### config.mk
export PLATFORM = sky130hd
export DESIGN_NAME = div32_seq
export DESIGN_NICKNAME = d
export VERILOG_FILES = /design/src/rtl/div32_seq.sv
export SDC_FILE = /design/constraint.sdc
export NUM_CORES = 1
export LEC_CHECK = 0
export ABC_AREA = 1
export CAP_MARGIN = 10
export CORE_MARGIN = 4
export CORE_UTILIZATION = 35
export DETAILED_ROUTE_END_ITERATION = 8
export DONT_BUFFER_PORTS = 1
export PLACE_DENSITY = 0.61
export SLEW_MARGIN = 20
export SYNTH_ARGS = -nofsm -noshare
export SYNTH_HDL_FRONTEND = slang
export SYNTH_SLANG_ARGS = --single-unit
### constraint.sdc
create_clock -name clk -period 5.6 [get_ports clk]
set_input_delay 0.56 -clock clk [delete_from_list [all_inputs] [get_ports clk]]
set_output_delay 0.56 -clock clk [all_outputs]
set_load 0.05 [all_outputs]
### src/rtl/div32_seq.sv
// div32_seq: iterative 32-bit restoring divider for RV32M DIV/DIVU/REM/REMU.
// One 33-bit trial subtract per clock and 32 iterations for the normal path.
// Divide-by-zero and signed overflow finish in a single edge.
// Optional feature macro DIV32_EARLY_OUT_EN: when the divisor magnitude is
// larger than the dividend magnitude, finish in a single edge as well.
module div32_seq #(
   parameter int XLEN  = 32,
   parameter int CNT_W = 6
) (
   input  logic            clk,
   input  logic            reset,
   input  logic            start,
   input  logic [1:0]      op,
   input  logic [XLEN-1:0] X,
   input  logic [XLEN-1:0] Y,
   output logic            busy,
   output logic            done,
   output logic [XLEN-1:0] result
);

   typedef enum logic [1:0] {
      IDLE = 2'd0,
      CALC = 2'd1,
      DONE = 2'd2
   } state_t;

   // Two's-complement negation when neg is set, pass-through otherwise.
   function automatic logic [31:0] cond_neg(input logic [31:0] v, input logic neg);
      logic [31:0] r;
      if (neg) begin
         r = ~v + 32'd1;
      end else begin
         r = v;
      end
      return r;
   endfunction

   state_t            state_r, state_s;
   logic [CNT_W-1:0]  cnt_r, cnt_s;
   logic [31:0]       rem_r, rem_s;
   logic [31:0]       quo_r, quo_s;
   logic [31:0]       dvs_r, dvs_s;
   logic              is_rem_r, is_rem_s;
   logic              neg_res_r, neg_res_s;
   logic              busy_r, busy_s;
   logic              done_r, done_s;
   logic [31:0]       result_r, result_s;

   logic              signed_op_s;
   logic              x_neg_s, y_neg_s;
   logic [31:0]       x_mag_s, y_mag_s;
   logic [32:0]       shifted_s;
   logic [32:0]       trial_s;
   logic [31:0]       rem_iter_s, quo_iter_s;
   logic              last_iter_s;

   // Operand magnitudes and one restoring-division step, evaluated every cycle.
   always_comb begin
      signed_op_s = ~op[0];
      x_neg_s     = signed_op_s & X[31];
      y_neg_s     = signed_op_s & Y[31];
      x_mag_s     = cond_neg(X, x_neg_s);
      y_mag_s     = cond_neg(Y, y_neg_s);
      // Shifted partial remainder can reach 33 bits; the difference always fits 32.
      shifted_s   = {rem_r, quo_r[31]};
      trial_s     = shifted_s - {1'b0, dvs_r};
      if (trial_s[32] == 1'b0) begin
         rem_iter_s = trial_s[31:0];
         quo_iter_s = {quo_r[30:0], 1'b1};
      end else begin
         rem_iter_s = shifted_s[31:0];
         quo_iter_s = {quo_r[30:0], 1'b0};
      end
      last_iter_s = (cnt_r == CNT_W'(XLEN - 1));
   end

   // Next-state, datapath and output decode for the IDLE/CALC/DONE sequencer.
   always_comb begin
      state_s   = state_r;
      cnt_s     = cnt_r;
      rem_s     = rem_r;
      quo_s     = quo_r;
      dvs_s     = dvs_r;
      is_rem_s  = is_rem_r;
      neg_res_s = neg_res_r;
      result_s  = result_r;
      case (state_r)
         IDLE: begin
            if (start) begin
               is_rem_s  = op[1];
               // Remainder follows the dividend sign; quotient is negative on sign mismatch.
               neg_res_s = op[1] ? x_neg_s : (x_neg_s ^ y_neg_s);
               if (Y == 32'd0) begin
                  state_s  = DONE;
                  result_s = op[1] ? X : 32'hFFFF_FFFF;
               end else if (signed_op_s && (X == 32'h8000_0000) && (Y == 32'hFFFF_FFFF)) begin
                  state_s  = DONE;
                  result_s = op[1] ? 32'd0 : 32'h8000_0000;
`ifdef DIV32_EARLY_OUT_EN
               end else if (y_mag_s > x_mag_s) begin
                  state_s  = DONE;
                  result_s = op[1] ? X : 32'd0;
`endif
               end else begin
                  state_s = CALC;
                  cnt_s   = {CNT_W{1'b0}};
                  rem_s   = 32'd0;
                  quo_s   = x_mag_s;
                  dvs_s   = y_mag_s;
               end
            end else begin
               state_s = IDLE;
            end
         end
         CALC: begin
            rem_s = rem_iter_s;
            quo_s = quo_iter_s;
            cnt_s = cnt_r + CNT_W'(1);
            if (last_iter_s) begin
               state_s  = DONE;
               result_s = is_rem_r ? cond_neg(rem_iter_s, neg_res_r)
                                   : cond_neg(quo_iter_s, neg_res_r);
            end else begin
               state_s = CALC;
            end
         end
         DONE: begin
            state_s = IDLE;
         end
         default: begin
            state_s = IDLE;
         end
      endcase
      busy_s = (state_s == CALC);
      done_s = (state_s == DONE);
   end

   // State, datapath and registered outputs with synchronous reset.
   always_ff @(posedge clk) begin
      if (reset) begin
         state_r   <= IDLE;
         cnt_r     <= {CNT_W{1'b0}};
         rem_r     <= 32'd0;
         quo_r     <= 32'd0;
         dvs_r     <= 32'd0;
         is_rem_r  <= 1'b0;
         neg_res_r <= 1'b0;
         busy_r    <= 1'b0;
         done_r    <= 1'b0;
         result_r  <= 32'd0;
      end else begin
         state_r   <= state_s;
         cnt_r     <= cnt_s;
         rem_r     <= rem_s;
         quo_r     <= quo_s;
         dvs_r     <= dvs_s;
         is_rem_r  <= is_rem_s;
         neg_res_r <= neg_res_s;
         busy_r    <= busy_s;
         done_r    <= done_s;
         result_r  <= result_s;
      end
   end

   assign busy   = busy_r;
   assign done   = done_r;
   assign result = result_r;

endmodule

==> results.toml <==
[floorplan]
dieArea_mm2 = 0.0391
io_pins = 103
start_util = 0.355
core_mm2 = 0.0355
die_w_um = 198
rows = 69
die_h_um = 198

[logic_synthesis]
muxShareOfSynthArea = 0
synthAdderAreaFrac = 0.0394
synth_top_family_by_area = "simple AND/OR/NAND/NOR gates"
seq_area_frac_synth = 0.223
synthSimpleGateAreaFrac = 0.383
syn-num-nets = 2297
synth_compound_area_frac = 0.194
synth-xor-area-share = 0.0397
yosys.area.top_type = "dfxtp_1"
avgSynthCellArea_um2 = 5.75
syn_area_mm2 = 0.0126
yosys-top-cells-area = "dfxtp_1 (22%), nand2_1 (18%), inv_1 (8.9%)"
synthDistinctLibCells = 58
ys_ff_latch = 140
yosysWarnings = 0
synthCells = 2189
synth_top_area_frac = 0.223

[critical_path]
cp_max_fo = 6
crit_path_start_kind = "flop"
cp-end-kind = "flop"
worstSetupPathType = "flop to flop"
arrival_ns = 4.74
required_ns = 5.93

[route]
antenna_left = 0
first_iter_violations = 1351
drt_pass1_iterations = 8
totalWireLength_um = 47100
drcViolationCount = 0
wire_per_inst_um = 18.0
via_count = 14000
routed_via_density = 5.38

[layout]
stdcell_area_mm2 = 0.0135
multi_input_area_mm2 = 0.00828
diodes = 0
fillCellCount = 3883
syn_to_final_growth_pct = 7.36
layout.nets = 2245
seqCellArea_mm2 = 0.00280
final_cell_mix = "nand2_1 (619), inv_1 (298), a21oi_1 (211)"
final_common_cell = "nand2_1"
drive_above_1_share = 0.0553

[clock_tree]
clkLatencyLatePin_ns = 0.44
post_cts_buffers = 0
htreeDepth = 4
post_cts_resized = 0
cts_root_buf = "clkbuf_16"
clkTransAtPathRegs_ns = 0.07
cts_max_path_buffers = 2
cts.sinks = 140
postCtsHoldBufs = 0
cts_buffers = 17
cts_tree = "yes"

[timing]
finalHoldViolCount = 0
tns_ns = 0
rsz0062_at_grt = "no"
worst_slew_pin_slew_ns = 1.02
maxSlewHeadroom = 0.318
finalMaxSlewViolations = 0
finalSetupViolations = 0
finalCritPeriodShare = 0.787
skew_ns = 0.0142
finalCriticalPeriod_ns = 4.40
max_freq_ghz = 0.227

[placement]
dp_hpwl_um = 36500
placed_cell_area_mm2 = 0.0129
port_buffers = 0
routabilityCongestion = 0.982

[global_routing]
grt_max_degree = 89
track_usage = 0.234
grt_pass1_vias = 12700
use_met3 = 0.0578
antenna_found_initial = 1
met2_usage = 0.371
gr-total-overflow = 0
grt_pass1_wl_um = 72100
use_met1 = 0.318
grt_busiest_layer = "met2"

[power]
p_leak_nw = 6.32
ir_worst_vdd_v = 0.000504
p_per_area_mw_per_mm2 = 778

[run]
drv_cap = 0

[min_path]
hold_class = "primary input to flop"

[run_status]
status = "complete, no violations"
-- state kept, by name, indices dropped and copies added (netlist names) --
| register | cells |
|---|---|
| state_r | 2 |
| quo_r | 32 |
| dvs_r | 32 |
| is_rem_r | 1 |
| cnt_r | 6 |
| busy | 1 |
| done | 1 |
| rem_r | 32 |
| result | 32 |
| neg_res_r | 1 |
-- cells in the mapped netlist, drive strengths merged --
cell type / n
a211oi: 4
a21bo: 1
a21o: 1
a21oi: 214
a221oi: 2
a22oi: 1
a311oi: 1
a31oi: 17
a41oi: 2
and2: 5
and3: 1
buf: 24
clkbuf: 61
clkinv: 1
dfxtp: 140
fa: 1
ha: 38
inv: 303
nand2: 646
nand3: 149
nand3b: 4
nand4: 30
nor2: 209
nor3: 51
nor4: 14
nor4b: 1
o211ai: 23
o21a: 1
o21ai: 160
o21bai: 8
o22ai: 6
o311ai: 2
o31ai: 3
or2: 8
xnor2: 22
xor2: 35
-- stage by stage --
step                      cells  setup WS, ns  utilization  total power, mW  hold WS, ns
final                      2611          1.20        0.381             10.5        0.189
after global routing       2611         0.733        0.381             11.6        0.166
after CTS                  2611          1.32        0.381             10.4        0.169
after detailed placement   2579          1.34        0.364             9.15        0.472
after global placement     2579          1.41        0.364             9.14        0.465
after floorplan            2189          1.67            -             7.37        0.430
-- routing by layer --
| metal | wire (um) | part of all wire | up-vias |
|---|---|---|---|
| met3 | 4020 | 0.085 | 65 |
| met2 | 21100 | 0.45 | 517 |
| li1 | - | - | 6998 |
| met1 | 20800 | 0.44 | 6465 |
| met4 | 1080 | 0.023 | 2 |
| met5 | 13 | 0.00028 | - |
-- cell families (layout without fill, tap and decap cells) --
family,count (synthesis),in the layout
AO/OA/AOI/OAI,446,446
buffers and inverters,389,350
flip-flops,140,140
XOR/XNOR,57,57
adder cells (fa/ha/maj),39,39
AND/OR/NAND/NOR,1118,1118
-- power by group --
part           switching, mW  internal [mW]
clock network          0.505          0.716
registers              0.308           1.21
logic                   5.48           2.30
-- critical path: stages, from the launching register on --
cell and delay, ns:
dfxtp_1 0.43, ha_1 0.34, a21oi_1 0.26, nand2_1 0.12, nand2_1 0.08, nand2_1 0.10, a21oi_4 0.28, nand3_2 0.21
nand2_4 0.14, ha_1 0.17, inv_1 0.06, nor3_1 0.20, inv_1 0.10, nor3_1 0.20, nand2_1 0.17, inv_1 0.10
nand3_1 0.11, nor2_1 0.17, nand2_1 0.08, nand2_1 0.09, o21ai_0 0.15, o21bai_1 0.23, o21ai_0 0.18, a21oi_1 0.06
nor2_1 0.10, nand2_1 0.06, nand2_1 0.06, a21oi_1 0.06
-- final cells by class --
| cell class | instances | share of cell area |
|---|---|---|
| clock buffers | 19 | 0.0328 |
| flip-flops and latches | 140 | 0.207 |
| clock inverters | 13 | 0.0124 |
| repair buffers | 14 | 0.00778 |
| multi-input cells | 1660 | 0.612 |
| inverters | 304 | 0.0844 |
| well taps | 461 | 0.0427 |
-- final timing paths --
check / startpoint / end / slack [ns] / depth (start not counted)
worst max-delay path: rem_r[18] / result[30] / 1.20 / 27
worst min-delay path: reset / cnt_r[1] / 0.19 / 1
worst max register to register: rem_r[18] / result[30] / 1.20 / 27
worst min register to register: cnt_r[1] / cnt_r[1] / 0.48 / 2
Power figures use the tool's default switching activity.
